--- config.mk ---
export PLATFORM = sky130hd
export DESIGN_NAME = fp_sqrt_preproc
export DESIGN_NICKNAME = d
export VERILOG_FILES = /design/src/rtl/fp_sqrt_preproc.sv
export SDC_FILE = /design/constraint.sdc
export NUM_CORES = 1
export LEC_CHECK = 0
export ABC_CLOCK_PERIOD_IN_PS = 2700
export BUFFER_PORTS_ARGS = -buffer_cell sky130_fd_sc_hd__clkbuf_2
export CAP_MARGIN = 20
export CORE_AREA = 2 2 82 84
export DETAILED_ROUTE_END_ITERATION = 12
export DIE_AREA = 0 0 84 86
export GPL_TIMING_DRIVEN = 0
export PLACE_DENSITY = 0.81
export SYNTH_ARGS = -nofsm -noshare
export SYNTH_HDL_FRONTEND = slang
export SYNTH_SLANG_ARGS = --single-unit
--- constraint.sdc ---
create_clock -name clk -period 2.7 [get_ports clk]
set_input_delay 0.135 -clock clk [delete_from_list [all_inputs] [get_ports clk]]
set_output_delay 0.135 -clock clk [all_outputs]
set_load 0.01 [all_outputs]
--- src/rtl/fp_sqrt_preproc.sv ---
// Square-root front end: classifies a binary32 operand, resolves special cases,
// and prepares the 2.24 radicand and halved exponent for the root array.
module fp_sqrt_preproc (
  input  logic        clk,
  input  logic        rst,
  input  logic        in_valid,
  output logic        in_ready,
  input  logic [31:0] in_data,
  output logic        out_valid,
  input  logic        out_ready,
  output logic [25:0] out_radicand,
  output logic [7:0]  out_exp,
  output logic        out_sign,
  output logic        out_special,
  output logic [31:0] out_result,
  output logic        out_invalid,
  output logic        busy
);

  localparam logic [31:0] QNAN = 32'h7FC0_0000;
  localparam logic [31:0] PINF = 32'h7F80_0000;

  typedef enum logic [2:0] {
    CLS_NORMAL,
    CLS_ZERO,
    CLS_PINF,
    CLS_QNAN,
    CLS_INVALID
  } opClass_t;

  // Handshake: a transfer happens on a side only when valid and ready are
  // both 1 in the same cycle; a stage loads when empty or when it drains.
  logic       s1Valid;
  logic       s1Sign;
  logic [7:0] s1Exp;
  logic [22:0] s1Frac;
  opClass_t   s1Class;
  opClass_t   inClass;
  logic       s2Load;

  logic [8:0]  expSum;
  logic [7:0]  nextExp;
  logic [25:0] nextRadicand;
  logic [31:0] nextResult;
  logic        nextSpecial;
  logic        nextInvalid;
  logic        nextSign;

  // Zero/denormal flush takes priority so that negative denormals give -0.
  always_comb begin
    inClass = CLS_NORMAL;
    if (in_data[30:23] == 8'd0)
      inClass = CLS_ZERO;
    else if (in_data[30:23] == 8'hFF && in_data[22:0] != 23'd0)
      inClass = in_data[22] ? CLS_QNAN : CLS_INVALID;
    else if (in_data[31])
      inClass = CLS_INVALID;
    else if (in_data[30:23] == 8'hFF)
      inClass = CLS_PINF;
  end

  always_comb begin
    s2Load   = !out_valid || out_ready;
    in_ready = !s1Valid || s2Load;
    busy     = s1Valid || out_valid;
  end

  // An odd biased exponent means an even unbiased one, so the significand
  // keeps its weight; otherwise it is doubled to make the exponent even.
  always_comb begin
    expSum       = {1'b0, s1Exp} + 9'd127;
    nextExp      = 8'd0;
    nextRadicand = 26'd0;
    nextResult   = 32'd0;
    nextSpecial  = 1'b1;
    nextInvalid  = 1'b0;
    nextSign     = 1'b0;
    case (s1Class)
      CLS_NORMAL: begin
        nextSpecial  = 1'b0;
        nextExp      = expSum[8:1];
        nextRadicand = s1Exp[0] ? {1'b0, 1'b1, s1Frac, 1'b0} : {1'b1, s1Frac, 2'b00};
      end
      CLS_ZERO: begin
        nextResult = {s1Sign, 31'd0};
        nextSign   = s1Sign;
      end
      CLS_PINF:    nextResult = PINF;
      CLS_QNAN:    nextResult = QNAN;
      CLS_INVALID: begin
        nextResult  = QNAN;
        nextInvalid = 1'b1;
      end
      default: nextResult = QNAN;
    endcase
  end

  always_ff @(posedge clk) begin
    if (rst) begin
      s1Valid      <= 1'b0;
      s1Sign       <= 1'b0;
      s1Exp        <= 8'd0;
      s1Frac       <= 23'd0;
      s1Class      <= CLS_NORMAL;
      out_valid    <= 1'b0;
      out_radicand <= 26'd0;
      out_exp      <= 8'd0;
      out_sign     <= 1'b0;
      out_special  <= 1'b0;
      out_result   <= 32'd0;
      out_invalid  <= 1'b0;
    end else begin
      if (in_ready) begin
        s1Valid <= in_valid;
        if (in_valid) begin
          s1Sign  <= in_data[31];
          s1Exp   <= in_data[30:23];
          s1Frac  <= in_data[22:0];
          s1Class <= inClass;
        end
      end
      if (s2Load) begin
        out_valid <= s1Valid;
        if (s1Valid) begin
          out_radicand <= nextRadicand;
          out_exp      <= nextExp;
          out_sign     <= nextSign;
          out_special  <= nextSpecial;
          out_result   <= nextResult;
          out_invalid  <= nextInvalid;
        end
      end
    end
  end

endmodule

==> results of run 1 <==
-- synth_stat cells (all sizes together), types with 5 or more instances --
cell,number
inv,5
nor3,5
nand2,74
nor4,8
nand4,6
nor2,37
mux2,22
clkbuf,20
buf,35
dfxtp,76
a21oi,43
a22oi,26
-- kinds of logic (layout without fill, tap and decap cells) --
family	Yosys count	count (layout)	share of synthesized area (%)
adders and majority gates	1	1	0.3727
AOI/OAI and AO/OA	87	87	16.47
buffers and inverters	60	159	10.14
DFF	76	76	45.32
xor gates and xnor gates	4	4	1.044
other	1	23	0.1117
and+or+nand+nor	146	146	19.16
muxes	22	22	7.380
-- registers in the layout, indices dropped and copies added, names as in the netlist, 3 cells and up --
name,count
s1Frac,23
s1Class,3
out_exp,8
s1Exp,8
out_result,3
out_radicand,25
-- metrics by stage --
| stage | total power [mW] | setup slack (ns) |
|---|---|---|
| after global placement | 1.568 | 0.6359 |
| final | 2.326 | 0.5298 |
| after floorplan | 1.461 | 0.9555 |
| after CTS | 2.332 | 0.5537 |
| after detailed placement | 1.579 | 0.5663 |
| after global routing | 2.425 | 0.3807 |
-- worst min-delay path, cell delays in order --
cell,delay [ns]
clkbuf_2,0.09
nand2_1,0.05
a21oi_1,0.05
-- metal layers --
metal	wire [um]	share of wire, %	vias to the layer above	GRT usage [%]
li1	-	-	1557	-
met3	594	7.2	13	4.139
met2	3992	48	129	39.20
met5	0	0	-	0
met1	3520	43	1463	30.34
met4	135	1.6	0	7.918
-- cells in the final DEF (no fill, tap or decap), drive strengths merged, types with 3 or more instances in the layout --
cell type	netlist	final
nor3	5	5
nand2	74	74
o21ai	4	4
inv	5	5
a22oi	26	26
dfxtp	76	76
mux2	22	22
nand3	3	3
nor4	8	8
buf	35	35
a211oi	3	3
a21oi	43	43
nand4	6	6
conb	1	23
xor2	4	4
clkbuf	20	117
nor2	37	37
a32oi	4	4
-- path summary, 6_finish.rpt --
kind | endpoint | slack [ns] | cells past startpoint
min reg2reg | out_exp[7] | 0.46 | 2
max | out_exp[3] | 0.53 | 8
max reg2reg | out_exp[3] | 0.53 | 8
min | s1Frac[6] | 0.02 | 3
-- power by group through the flow --
stage	Clock (mW)	Sequential (mW)	Combinational, mW
after floorplan	0	1.23	0.227
after global placement	0	1.23	0.335
after detailed placement	0	1.24	0.343
after CTS	0.777	1.21	0.345
after global routing	0.823	1.22	0.385
final	0.769	1.21	0.348
-- cell type report --
class / instances / area (um2) / share of cell area [%]
Multi-Input combinational cell: 283 / 1578 / 38.25
Sequential cell: 76 / 1521 / 36.88
Timing Repair Buffer: 84 / 420.4 / 10.19
Buffer: 55 / 321.6 / 7.795
Clock buffer: 13 / 158.9 / 3.852
Tap cell: 77 / 96.34 / 2.335
Inverter: 5 / 18.77 / 0.4550
Clock inverter: 2 / 10.01 / 0.2426
==> flow_summary.json, run 1 <==
{
  "status": "finished clean",
  "fill_cells": 580,
  "avgSynthCellArea_um2": 8.456,
  "fin_nets": 551,
  "setup-tns-final_ns": 0,
  "fin_cells": 595,
  "vias_per_cell": 5.314,
  "max-cap-violations": 0,
  "track_usage_pct": 23.26,
  "grt_max_degree": 12,
  "cts_buffers": 9,
  "period_minus_slack_ns": 2.170,
  "htree_num_levels": 3,
  "p_int_mw": 1.701,
  "ys_ff_latch": 76,
  "syn_inst": 397,
  "pwr-share-comb_pct": 14.9,
  "detail-route-antenna-nets": 0,
  "finalCritPeriodShare_pct": 80.38,
  "antenna_found_initial": 0,
  "drc": 0,
  "overflow": 0,
  "setup_viol": 0,
  "ys_async_sr_fraction_pct": 0,
  "hold_path_class": "input port to register",
  "first_iter_violations": 133,
  "coreArea_mm2": 0.006277,
  "initial_core_util_pct": 53.48,
  "leakage_nw": 1.844,
  "port_buffers": 84,
  "crit_buf_inv": 3,
  "die_w_um": 84,
  "seq_power_share_pct": 52.0,
  "yosysTopAreaCell": "dfxtp_1",
  "clk_pin_slew_ns": 0.07,
  "cts_tree": "done",
  "skew_ns": 0.005349,
  "slew_viol_final": 0,
  "r2r-start": "s1Exp[0]",
  "wl_per_cell_um": 13.85,
  "peakVddDrop_uv": 332.3,
  "clock_path_buffers": 2,
  "dr_total_vias": 3162,
  "yosysSeqAreaShare_pct": 45.32,
  "clock_latency_ns": 0.34,
  "crit_path_top_delay_cell": "buf_1",
  "io-pin-count": 108,
  "area_growth_pct": 22.88,
  "cts-hold-fix-buffers": 0,
  "synth_top_area_share_pct": 45.32,
  "postCtsSetupRepairBufs": 0,
  "slew_headroom_pct": 44.32,
  "placedCellCount": 580,
  "switching_share_pct": 26.89,
  "hold_slack_ns": 0.01921,
  "p_switching_mw": 0.6255,
  "tightest_slew_ns": 0.8331,
  "yosys_warnings": 0,
  "synth-edff-count": 0,
  "postLayoutCoreUtil_pct": 65.72,
  "cp_top_family": "buffers and inverters",
  "post_cts_resize_count": 0,
  "arrival_ns": 2.39,
  "p_per_area_mw_per_mm2": 564.0,
  "grt_pass1_wl_mm": 13.45,
  "cp-end-kind": "register",
  "fmax_ghz": 0.4608,
  "pwr-share-clk_pct": 33.0,
  "cp-startpoint": "s1Exp[0]",
  "drive_above_1_share_pct": 30.31,
  "die_area_mm2": 0.007224,
  "gp_congestion": 0.8796,
  "synth_flop_cell": "dfxtp_1",
  "rsz0062_at_grt": "false",
  "startpoint_type": "register",
  "numClockSinks": 76,
  "path_cells": "buf_2 > buf_1 > inv_1 > ha_1 > nor3b_1 > xor2_1 > a22oi_1 > nor2_1",
  "synthesis.area_mm2": 0.003357,
  "hp-start": "in_data[6]",
  "hold_viol": 0,
  "path_class": "register to register",
  "synth.distinct_cells": 39,
  "antenna_cells": 0,
  "placementRows": 29,
  "totalWireLength_mm": 8.243,
  "place_hpwl_mm": 6.252,
  "synth.area.top_cells": "dfxtp_1 (45%), nand2_1 (8.3%), mux2_2 (7.4%), buf_4 (6.7%), a21oi_1 (6.4%)",
  "clock-root-buffer": "clkbuf_8",
  "cp_slowest_stage_delay_ns": 0.46,
  "final_cell_area_mm2": 0.004125,
  "placed_area_mm2": 0.003956,
  "chipHeight_um": 86,
  "first_global_vias": 2807,
  "drt_first_pass_iters": 4,
  "cp_max_fo": 10,
  "required_ns": 2.92
}
Note: power is estimated with default switching activity, not from simulation.
==> inputs of run 2 (changes only) <==
ABC_CLOCK_PERIOD_IN_PS = 2300   (was 2700)
CORE_AREA = 2 2 85 87   (was 2 2 82 84)
DIE_AREA = 0 0 87 89   (was 0 0 84 86)
PLACE_DENSITY = 0.76   (was 0.81)
clock period = 2.3 ns   (was 2.7 ns; I/O delays follow)
==> run 2 against run 1 <==
  * Die area is 7.2% higher
  * Highest routed layer unchanged
  * First-iteration DRC count grew 88%
  * Largest cell class unchanged
  * Setup slack worse by 0.36 ns
  * Worst hold slack got worse by 0.0022 ns
  * Total power rose by 28%
  * Sequential power is 17% higher
  * Clock-buffer cell count fell by 3
==> flow_summary.json, run 2 (synthesized netlist as in run 1, its figures left out) <==
{
  "status": "finished clean",
  "startpoint_type": "register",
  "required_ns": 2.53,
  "leakage_nw": 1.922,
  "initial_core_util_pct": 49.96,
  "hold_slack_ns": 0.01705,
  "regMostFlops": "out_radicand",
  "path_cells": "buf_2 > buf_1 > inv_1 > ha_1 > nor3b_1 > xor2_1 > a22oi_1 > nor2_1",
  "setup-tns-final_ns": 0,
  "clock_latency_ns": 0.35,
  "coreArea_mm2": 0.006719,
  "hold_path_class": "input port to register",
  "cp-end-kind": "register",
  "largest_register_ff_count": 25,
  "tightest_slew_ns": 0.8309,
  "io-pin-count": 108,
  "numClockSinks": 76,
  "first_global_vias": 2922,
  "rsz0062_at_grt": "false",
  "max-cap-violations": 0,
  "slew_headroom_pct": 44.47,
  "slew_viol_final": 0,
  "drc": 0,
  "htree_num_levels": 3,
  "grt_pass1_wl_mm": 13.60,
  "cp_slowest_stage_delay_ns": 0.47,
  "finalCritPeriodShare_pct": 92.80,
  "post_cts_resize_count": 0,
  "skew_ns": 0.007344,
  "totalWireLength_mm": 8.737,
  "p_per_area_mw_per_mm2": 686.7,
  "antenna_found_initial": 0,
  "wl_per_cell_um": 14.23,
  "die_area_mm2": 0.007743,
  "layout_common_cells": "clkbuf_2 (84), dfxtp_1 (76), nand2_1 (74)",
  "place_hpwl_mm": 6.228,
  "cts_buffers": 9,
  "layout_commonest_cell": "clkbuf_2",
  "chipHeight_um": 89,
  "overflow": 0,
  "period_minus_slack_ns": 2.134,
  "fin_cells": 614,
  "path_class": "register to register",
  "setup_viol": 0,
  "clock-root-buffer": "clkbuf_8",
  "placedCellCount": 583,
  "drt_first_pass_iters": 5,
  "grt_max_degree": 14,
  "peakVddDrop_uv": 427.2,
  "first_iter_violations": 250,
  "cts_tree": "done",
  "postCtsSetupRepairBufs": 0,
  "vias_per_cell": 5.225,
  "power_mw": 2.977,
  "cp_max_fo": 10,
  "clk_pin_slew_ns": 0.08,
  "drive_above_1_share_pct": 29.96,
  "arrival_ns": 2.36,
  "fin_nets": 566,
  "dr_total_vias": 3208,
  "die_w_um": 87,
  "gp_congestion": 0.8530,
  "hold_viol": 0,
  "reg_top3": "out_radicand x25, s1Frac x23",
  "area_growth_pct": 29.15,
  "postLayoutCoreUtil_pct": 64.53,
  "detail-route-antenna-nets": 0,
  "antenna_cells": 0,
  "track_usage_pct": 22.76,
  "placementRows": 30,
  "fmax_ghz": 0.4685,
  "port_buffers": 84,
  "clock_path_buffers": 2,
  "crit_path_top_delay_cell": "buf_1"
}
-- run 2: cell types whose count changed in the layout (fill, tap and decap cells not counted), sizes merged --
cell         delta
bufinv          +2
clkbuf          -3
clkinv          -1
clkinvlp        +3
dlygate4sd3    +15
-- run 2: final cells by class --
class | count | area (um2)
sequential | 76 | 1521
timing repair buffer | 99 | 570.5
tap | 80 | 100.1
clock buffer | 10 | 137.6
buffer | 55 | 321.6
inverter | 5 | 18.77
multi-input combinational | 283 | 1578
clock inverter | 6 | 87.58
fill | 590 | 2384
-- run 2: repair_timing --
| item | 4_1_cts | 5_1_grt |
|---|---|---|
| endpoints found under the hold margin | 15 | 0 |
| setup endpoints to repair | 0 | 0 |
| hold buffers | 15 | 0 |
-- run 2: worst max-delay path: cells and delay by family (launching register included) --
kind | cells | cell delay (ns)
adder cells (fa/ha/maj) | 1 | 0.27
buffers and inverters | 3 | 0.88
AND/OR/NAND/NOR | 2 | 0.21
XOR/XNOR | 1 | 0.14
AO/OA/AOI/OAI | 1 | 0.16
flip-flops | 1 | 0.35
-- run 2: final timing paths --
| check | from | cells after the start | end | slack (ns) |
|---|---|---|---|---|
| max | s1Exp[0] | 8 | out_exp[3] | 0.17 |
| min | in_data[12] | 3 | s1Frac[12] | 0.02 |
| max reg2reg | s1Exp[0] | 8 | out_exp[3] | 0.17 |
| min reg2reg | out_exp[4] | 2 | out_exp[4] | 0.45 |
-- run 2: layer usage --
metal  GRT usage, %  up-vias  part of all wire, %
met1          27.39     1446                   42
met3          6.833       21                  7.7
met2          38.45      151                   48
li1               -     1590                    -
met4          8.665        0                  2.4
met5              0        -                    0
-- run 2: metrics by stage --
step	area (um2)	worst slack, ns
finish	4335	0.1655
global route	4335	0.02273
CTS	4335	0.1743
detailed placement	3960	0.2001
global placement	3960	0.2305
floorplan	3440	0.5555
-- run 2: report_power, final --
part | switching [mW] | internal (mW)
Clock | 0.488 | 0.638
Sequential | 0.0465 | 1.37
Combinational | 0.234 | 0.197
==> inputs of run 3 (changes only) <==
PLACE_DENSITY = 0.78   (was 0.76)
SKIP_LAST_GASP = 1   (was default)
==> run 3 against run 2 <==
  * Sequential share of layout area grew 1.0 points
  * Final area shrank 2.8%
  * Die area is the same
  * Critical path depth is the same
  * Routed wire length shrank 4.8%
  * Largest cell class unchanged
  * Largest power group unchanged
==> flow_summary.json, run 3 (synthesized netlist as in run 1, its figures left out) <==
{
  "cp-end-kind": "register",
  "die_area_mm2": 0.007743,
  "cp_max_fo": 10,
  "initial_core_util_pct": 49.96,
  "totalWireLength_mm": 8.314,
  "post-route-worst-setup-slack_ns": 0.1680,
  "leakage_nw": 1.878,
  "overflow": 0,
  "antenna_cells": 0,
  "tightest_slew_ns": 0.7996,
  "clk_pin_slew_ns": 0.07,
  "slew_viol_final": 0,
  "coreArea_mm2": 0.006719,
  "fmax_ghz": 0.4690,
  "drive_above_1_share_pct": 29.71,
  "period_minus_slack_ns": 2.132,
  "htree_num_levels": 3,
  "hold_viol": 0,
  "port_buffers": 84,
  "hold_slack_ns": 0.01277,
  "clock_path_buffers": 2,
  "peakVddDrop_uv": 522.7,
  "clock-root-buffer": "clkbuf_8",
  "clock_latency_ns": 0.34,
  "placed_area_mm2": 0.003960,
  "path_class": "register to register",
  "largest_register_ff_count": 25,
  "die_w_um": 87,
  "arrival_ns": 2.35,
  "seqCellArea_mm2": 0.001521,
  "cts_tree": "done",
  "status": "finished clean",
  "post_cts_resize_count": 0,
  "power_mw": 2.804,
  "drc": 0,
  "fill_cells": 613,
  "wl_per_cell_um": 13.74,
  "max-cap-violations": 0,
  "final_cell_area_mm2": 0.004214,
  "place_hpwl_mm": 6.162,
  "slew_headroom_pct": 46.56,
  "first_global_vias": 2775,
  "rsz0062_at_grt": "false",
  "first_iter_violations": 188,
  "setup-tns-final_ns": 0,
  "postCtsSetupRepairBufs": 0,
  "layout_common_cells": "clkbuf_2 (84), dfxtp_1 (76), nand2_1 (74)",
  "track_usage_pct": 21.88,
  "finalCritPeriodShare_pct": 92.70,
  "placementRows": 30,
  "ff2ff_setup_slack_ns": 0.17,
  "drt_first_pass_iters": 4,
  "multi_input_area_mm2": 0.001578,
  "antenna_found_initial": 0,
  "required_ns": 2.52,
  "detail-route-antenna-nets": 0,
  "dpl_worst_slack_ns": 0.1991,
  "reg_top3": "out_radicand x25, s1Frac x23",
  "vias_per_cell": 5.183,
  "startpoint_type": "register",
  "setup_viol": 0,
  "cts_buffers": 9,
  "grt_max_degree": 12,
  "regMostFlops": "out_radicand",
  "layout_commonest_cell": "clkbuf_2",
  "io-pin-count": 108,
  "p_per_area_mw_per_mm2": 665.3,
  "grt_pass1_wl_mm": 13.18,
  "area_growth_pct": 25.53,
  "dr_total_vias": 3136,
  "gp_congestion": 0.8604,
  "fin_nets": 558,
  "hold_path_class": "input port to register",
  "numClockSinks": 76,
  "skew_ns": 0.004858,
  "chipHeight_um": 89
}
==> run 3: cell types whose count changed in the layout (fill, tap and decap cells not counted), sizes merged <==
cell / change
clkbuf: +3
clkinvlp: -3
bufinv: -1
dlygate4sd3: -8
==> run 3: critical path, stage by stage (launching register included) <==
cell and delay, ns:
dfxtp_1 0.37, buf_2 0.27, buf_1 0.45, inv_1 0.14
ha_1 0.26, nor3b_1 0.16, xor2_1 0.14, a22oi_1 0.17
nor2_1 0.05
==> run 3: final cells by class <==
type                       count  share of cell area (%)
sequential                    76                   36.10
tap                           80                   2.375
timing repair buffer          91                   11.64
clock buffer                  13                   3.533
inverter                       5                  0.4454
clock inverter                 2                  0.8314
buffer                        55                   7.631
multi-input combinational    283                   37.44
==> run 3: worst paths after layout <==
| path | cells after the start | endpoint | from |
|---|---|---|---|
| min reg2reg | 2 | out_invalid | out_invalid |
| min | 2 | s1Class[1] | in_data[31] |
| max reg2reg | 8 | out_exp[3] | s1Exp[0] |
| max | 8 | out_exp[3] | s1Exp[0] |
==> run 3: stage by stage <==
stage               instances  util, %
finish                    605    62.72
global route              605    62.72
CTS                       605    62.72
detailed placement        583    58.94
global placement          583    58.94
floorplan                 419        -
==> run 3: timing repair <==
item                                   CTS  global route
setup endpoints to repair                0             0
hold buffers                             7             0
endpoints found under the hold margin    7             0
==> run 3: per-layer routing <==
metal,up-vias,track usage [%],part of all wire (%)
li1,1572,-,-
met1,1425,28.51,43
met2,131,35.88,47
met3,8,7.295,8.4
met4,0,4.119,1.0
met5,-,0,0
==> run 3: report_power, final <==
part           internal [mW]  leakage, nW  total, mW  switching [mW]
combinational          0.188         1.16      0.418           0.230
sequential              1.37        0.621       1.42          0.0464
clock                  0.525       0.0935      0.965           0.440
total                   2.09         1.88       2.80           0.717
